`src/rtl/wb_stage.sv`:
```
// MEM/WB register and writeback datapath: load alignment, result select, regfile write.
// Define WB_INSTRET_EN to build the 64-bit retired-instruction counter.
module wb_stage #(
  parameter int XLEN = 32
) (
  input  logic            clk,
  input  logic            reset,
  input  logic            mem_valid,
  input  logic            mem_reg_we,
  input  logic [4:0]      mem_rd_addr,
  input  logic [1:0]      mem_wb_sel,
  input  logic [2:0]      mem_funct3,
  input  logic [1:0]      mem_addr_lo,
  input  logic [XLEN-1:0] mem_alu_result,
  input  logic [XLEN-1:0] mem_pc_plus4,
  input  logic [XLEN-1:0] mem_load_data,
  input  logic            stall,
  input  logic            flush,
  output logic            write_en,
  output logic [4:0]      write_addr,
  output logic [XLEN-1:0] write_value,
  output logic            wb_valid,
  output logic [63:0]     instret
);

  logic            valid_q, valid_d;
  logic            committed_q, committed_d;
  logic            reg_we_q, reg_we_d;
  logic [4:0]      rd_q, rd_d;
  logic [1:0]      sel_q, sel_d;
  logic [2:0]      f3_q, f3_d;
  logic [1:0]      lo_q, lo_d;
  logic [XLEN-1:0] alu_q, alu_d;
  logic [XLEN-1:0] pc4_q, pc4_d;
  logic [XLEN-1:0] ld_q, ld_d;

  logic            retire;
  logic [7:0]      ld_byte;
  logic [15:0]     ld_half;
  logic [XLEN-1:0] ld_val;

  assign retire     = valid_q & ~committed_q;
  assign write_en   = retire & reg_we_q & (rd_q != 5'd0);
  assign write_addr = rd_q;
  assign wb_valid   = valid_q;

  always_comb begin
    valid_d     = valid_q;
    committed_d = committed_q;
    reg_we_d    = reg_we_q;
    rd_d        = rd_q;
    sel_d       = sel_q;
    f3_d        = f3_q;
    lo_d        = lo_q;
    alu_d       = alu_q;
    pc4_d       = pc4_q;
    ld_d        = ld_q;
    if (flush) begin
      valid_d     = 1'b0;
      committed_d = 1'b0;
    end else if (stall) begin
      // a held instruction has written/retired once it spent a cycle here
      committed_d = committed_q | write_en | retire;
    end else begin
      valid_d     = mem_valid;
      committed_d = 1'b0;
      reg_we_d    = mem_reg_we;
      rd_d        = mem_rd_addr;
      sel_d       = mem_wb_sel;
      f3_d        = mem_funct3;
      lo_d        = mem_addr_lo;
      alu_d       = mem_alu_result;
      pc4_d       = mem_pc_plus4;
      ld_d        = mem_load_data;
    end
  end

  always_ff @(posedge clk) begin
    if (reset) begin
      valid_q     <= 1'b0;
      committed_q <= 1'b0;
      reg_we_q    <= 1'b0;
      rd_q        <= 5'd0;
      sel_q       <= 2'd0;
      f3_q        <= 3'd0;
      lo_q        <= 2'd0;
      alu_q       <= '0;
      pc4_q       <= '0;
      ld_q        <= '0;
    end else begin
      valid_q     <= valid_d;
      committed_q <= committed_d;
      reg_we_q    <= reg_we_d;
      rd_q        <= rd_d;
      sel_q       <= sel_d;
      f3_q        <= f3_d;
      lo_q        <= lo_d;
      alu_q       <= alu_d;
      pc4_q       <= pc4_d;
      ld_q        <= ld_d;
    end
  end

  assign ld_byte = ld_q[8*lo_q +: 8];
  assign ld_half = ld_q[16*lo_q[1] +: 16];

  always_comb begin
    ld_val = '0;
    case (f3_q)
      3'b000:  ld_val = {{(XLEN-8){ld_byte[7]}}, ld_byte};
      3'b100:  ld_val = {{(XLEN-8){1'b0}}, ld_byte};
      3'b001:  ld_val = {{(XLEN-16){ld_half[15]}}, ld_half};
      3'b101:  ld_val = {{(XLEN-16){1'b0}}, ld_half};
      3'b010:  ld_val = ld_q;
      default: ld_val = '0;
    endcase
  end

  always_comb begin
    write_value = '0;
    case (sel_q)
      2'b00:   write_value = alu_q;
      2'b01:   write_value = ld_val;
      2'b10:   write_value = pc4_q;
      default: write_value = '0;
    endcase
  end

`ifdef WB_INSTRET_EN
  logic [63:0] instret_q, instret_d;

  always_comb instret_d = instret_q + {63'd0, retire};

  always_ff @(posedge clk) begin
    if (reset) instret_q <= 64'd0;
    else       instret_q <= instret_d;
  end

  assign instret = instret_q;
`else
  assign instret = 64'd0;
`endif

endmodule

```
`config.mk`:
```
export PLATFORM = sky130hd
export DESIGN_NAME = wb_stage
export DESIGN_NICKNAME = d
export VERILOG_FILES = /design/src/rtl/wb_stage.sv
export SDC_FILE = /design/constraint.sdc
export NUM_CORES = 1
export LEC_CHECK = 0
export BUFFER_PORTS_ARGS = -buffer_cell sky130_fd_sc_hd__buf_2
export CORE_ASPECT_RATIO = 0.8
export CORE_MARGIN = 5
export CORE_UTILIZATION = 45
export DETAILED_ROUTE_END_ITERATION = 6
export PLACE_DENSITY = 0.74
export SLEW_MARGIN = 10
export SYNTH_ARGS = -nofsm -noshare
export SYNTH_HDL_FRONTEND = slang
export SYNTH_SLANG_ARGS = --single-unit
```
`constraint.sdc`:
```
create_clock -name clk -period 4.5 [get_ports clk]
set_input_delay 1.35 -clock clk [delete_from_list [all_inputs] [get_ports clk]]
set_output_delay 1.35 -clock clk [all_outputs]
set_load 0.05 [all_outputs]
```
After elaboration in Yosys (flattened, before gate mapping)
Cells that the tools add are included.
W data, S select, Z words.
{"block": "word_totals", "output_inout_bits": 103, "wordCells": 34, "register_bits": 111}
{"block": "classes", "eq_ne": 6, "n_reduce_logical": 6, "shift": 2, "bitwise_logic": 8, "mux": 2}
{"op": "$pmux W32 S5", "n": 1}
{"op": "$pmux W32 S3", "n": 1}
{"op": "$shiftx A32 B6 Y16", "n": 1}
{"op": "$shiftx A32 B6 Y8", "n": 1}
{"op": "$eq A3 B3 Y1 const B", "n": 2}
{"op": "$reduce_bool A5 Y1", "n": 1}
{"op": "$and A1 B1 Y1", "n": 3}
{"op": "$eq A3 B1 Y1 const B", "n": 1}
{"op": "$eq A3 B2 Y1 const B", "n": 1}
{"op": "$logic_not A3 Y1", "n": 1}
{"op": "$not A1 Y1", "n": 3}
{"op": "$reduce_or A3 Y1", "n": 1}
{"op": "$eq A2 B1 Y1 const B", "n": 1}
{"op": "$eq A2 B2 Y1 const B", "n": 1}
{"op": "$logic_not A2 Y1", "n": 1}
{"op": "$or A1 B1 Y1", "n": 2}
{"op": "$reduce_and A2 Y1", "n": 1}
{"op": "$reduce_or A2 Y1", "n": 1}

Depth between registers and ports, before layout
{"block": "depth", "ltp_word": 6, "mapped_depth": 7, "ltp_nobuf": 4}

Worst setup path after synthesis
OpenSTA, ideal clock, no wires.
{"block": "synth_path", "path_type": "register to output", "start": "register f3_q[0]", "end": "output write_value[10]", "arrival_ns": 2.051, "stages_incl_launch_ff": 6, "setup_slack_ns": 1.099, "n_path_buf": 1, "cell_sequence": "dfxtp_1 -> buf_6 -> or4b_4 -> o22ai_4 -> a221oi_1 -> o22ai_1"}
{"block": "synth_between", "elab_chain_cells": 3}
{"element": "start: declaration", "line": "31", "text": "logic [2:0] f3_q, f3_d;"}
{"element": "start signal: assignment", "line": "85", "text": "f3_q <= 3'd0;"}
{"element": "start signal: assignment", "line": "96", "text": "f3_q <= f3_d;"}
{"element": "$eq A3 B2 Y1 (tied with other cells)", "line": "109", "text": "case (f3_q)"}
{"element": "$pmux W32 S5 *", "line": "109"}
{"element": "$pmux W32 S3 *", "line": "121", "text": "case (sel_q)"}
{"element": "end: declaration", "line": "21", "text": "output logic [XLEN-1:0] write_value,"}
Every way passes the cells marked *; elsewhere a longest branch is shown, timed or not.

Worst setup path in the final report
{"block": "layout_path", "start": "register lo_q[1]", "end": "output write_value[30]"}
{"block": "layout_between", "elab_chain_cells": 3}
{"element": "start: declaration", "line": "32", "text": "logic [1:0] lo_q, lo_d;"}
{"element": "start signal: assignment", "line": "97", "text": "lo_q <= lo_d;"}
{"element": "$shiftx A32 B6 Y16 or $shiftx A32 B6 Y8 (tied branches)", "line": "105, 104"}
{"element": "$pmux W32 S5 *", "line": "109"}
{"element": "$pmux W32 S3 *", "line": "121"}
Marks and branches as above.

==> results.cfg <==
[pwr]
power_w = 0.002370
power_leakage_nw = 2.750
comb_power_share = 0.187
p_switching_w = 0.0007328
ir_drop_mv = 0.2518
p_int_w = 0.001637
swShare = 0.3092
powerDensity_mw_per_mm2 = 363.5
p_clk_frac = 0.362
pwr-share-seq = 0.450

[setup_path]
reg2regPathDepth = 3
critPathLaunchType = register
cp-end-kind = output pin
startpoint = lo_q[1]
r2r_setup_slack_ns = 2.92
cp.arrival_ns = 2.68
critPathRequiredTime_ns = 3.15
path_max_fanout = 21
r2r_start = sel_q[1]
r2r_end = sel_q[1]
crit_type = register to output pin

[yosys]
synthCells = 727
synth_warnings = 0
synth_compound_area_frac = 0.1766
synth-async-reset-ratio = 0
synth-simple-area-share = 0.2191
synth_top_family_by_area = simple AND/OR/NAND/NOR gates
synth-adder-area-share = 0
synth_edf_count = 0
ys_types = 39
synth_mux_area_frac = 0.07998
synth_xor_area_frac = 0
avgSynthCellArea_um2 = 7.746
ys.flop_type = dfxtp_1
syn_area_mm2 = 0.005632
yosysSeqAreaShare = 0.3946
yosys_register_bits = 111

[sta]
finalCritPeriodShare = 0.8946
max_freq_mhz = 248.4
hold_viol = 0
clock_skew_ns = 0.006382
worst_pin_slew_ns = 1.144
slew_headroom = 0.2376
setup_viol = 0
rsz0062_at_grt = no
slew_viol_final = 0
min_period_ns = 4.026
totalNegativeSetupSlack_ns = 0

[flow_run]
max_cap_violations = 0

[floorplanning]
initial_core_util = 0.4614
die_area_mm2 = 0.01487
pin_count = 217
die_h_um = 110.1
fp.dieW_um = 135.1
core_mm2 = 0.01221
fp-row-count = 36

[routing]
ant_nets = 0
routed_wl_um = 15910
via_count = 5034
drt-vias-per-instance = 4.950
first_pass_iters = 4
initialDrtViolationCount = 349
drc = 0
wl_per_cell_um = 15.64

[global_routing]
grt_antenna_before_repair = 0
grt_pass1_wl_um = 23690
grt_start_max_net_pins = 112
gr-usage-all-layers = 0.2030
grt_overflow = 0
grt_pass1_vias = 4541

[finish]
final_util = 0.5342
fin_nets = 954
fill_cells = 1288
drive_above_1_share = 0.2414
areaGrowthSynthToFinish_pct = 15.80

[hold_path]
hp-class = register to register
hold_depth = 2
hold_start = alu_q[28]
hold_end = alu_q[28]

[clocking]
cts_inserted_buffers = 9
cts_resized = 0
worstSkewPairLatency_ns = 0.34
root_buffer = clkbuf_16
clockBufferDepth = 2
htree_levels = 3
clk_pin_slew_ns = 0.07
cts_tree = done
cts_hold_buffers = 0
post_cts_buffers = 0
clock_sinks = 111

[placement]
place.gp.congestion = 0.8901
place_hpwl_um = 11560
port_buffers = 152

[run_status]
outcome = completed
worst max-delay path by stage:
stage / to / slack (ns) / cells after the start
2_1_floorplan: write_value[10] / 1.10 / 5
3_3_place_gp: write_value[30] / 0.92 / 5
3_5_place_dp: write_value[30] / 0.89 / 5
4_1_cts: write_value[30] / 0.50 / 5
5_1_grt: write_value[20] / 0.35 / 5
6_report: write_value[30] / 0.47 / 5
worst max-delay path, stage by stage, from the launching register on:
cell and delay, ns:
dfxtp_1 0.78, or3b_1 0.43, o22ai_2 0.22, o2111ai_4 0.38, o211ai_1 0.20, buf_2 0.31
state kept, by name, summed over array words and instances (netlist names):
name,flops
lo_q,2
wb_valid,1
pc4_q,32
ld_q,32
reg_we_q,1
write_addr,5
alu_q,32
sel_q,2
f3_q,3
committed_q,1
final cells by class:
cell class | count | area, µm² | area share
Clock inverter | 6 | 91.34 | 0.01401
Clock buffer | 10 | 229.0 | 0.03511
Sequential cell | 111 | 2223 | 0.3409
Multi-Input combinational cell | 558 | 2929 | 0.4492
Tap cell | 171 | 214.0 | 0.03281
Antenna cell | 1 | 2.502 | 0.0003837
Inverter | 1 | 3.754 | 0.0005756
Timing Repair Buffer | 159 | 828.3 | 0.1270
layer usage:
layer | part of all wire | track usage | vias to the layer above
met3 | 0.075 | 0.05127 | 18
met2 | 0.45 | 0.3044 | 155
met4 | 0.012 | 0.05396 | 0
met1 | 0.47 | 0.2920 | 2314
li1 | - | - | 2547
met5 | 0 | 0 | -
logic make-up after synthesis:
logic type / Yosys count
buf+inv: 121
other cells: 1
flops: 111
compound gates: 155
mux: 44
simple gates: 295
synthesized netlist by cell type, drive strengths merged (2+ instances only):
| cell | count | area (µm²) |
|---|---|---|
| nand2 | 237 | 889.6 |
| dfxtp | 111 | 2222 |
| a21oi | 110 | 550.5 |
| buf | 80 | 573.1 |
| clkbuf | 40 | 150.1 |
| mux2i | 36 | 360.4 |
| nand3 | 21 | 105.1 |
| o211ai | 16 | 170.2 |
| nor2 | 14 | 55.06 |
| o22ai | 11 | 88.83 |
| a221oi | 8 | 76.32 |
| mux2 | 8 | 90.09 |
| a221o | 7 | 70.07 |
| nand3b | 7 | 52.55 |
| nor2b | 4 | 27.53 |
| nor3 | 2 | 10.01 |
| or4 | 2 | 18.77 |
power groups by stage:
stage / Sequential [W] / Combinational, W / Clock [W]
final: 0.00107 / 0.000444 / 0.000859
after global routing: 0.00107 / 0.000477 / 0.000918
after CTS: 0.00107 / 0.000444 / 0.000883
after detailed placement: 0.00109 / 0.000443 / 0
after global placement: 0.00109 / 0.000441 / 0
after floorplan: 0.00108 / 0.000384 / 0
cell usage in the layout, fill, tap and decap left out, types with 8 or more instances in the layout:
master,Yosys,layout
a21oi_1,110,110
clkbuf_16,0,9
conb_1,1,64
nand3_1,21,21
o211ai_2,10,10
nor2_1,13,12
o22ai_1,9,9
mux2i_1,36,36
buf_2,14,151
dfxtp_1,111,110
mux2_2,8,8
nand2_1,237,237
through the flow:
step	cells	setup slack (ns)	cell area [µm²]	hold WS [ns]
2_1_floorplan	790	1.099	5868	0.4357
5_1_grt	1016	0.3487	6519	0.4687
3_3_place_gp	1000	0.9211	6198	0.4416
3_5_place_dp	1000	0.8866	6198	0.4458
4_1_cts	1016	0.4970	6519	0.4558
6_report	1017	0.4741	6521	0.4551
No activity file was read; power rests on OpenSTA's default activity.
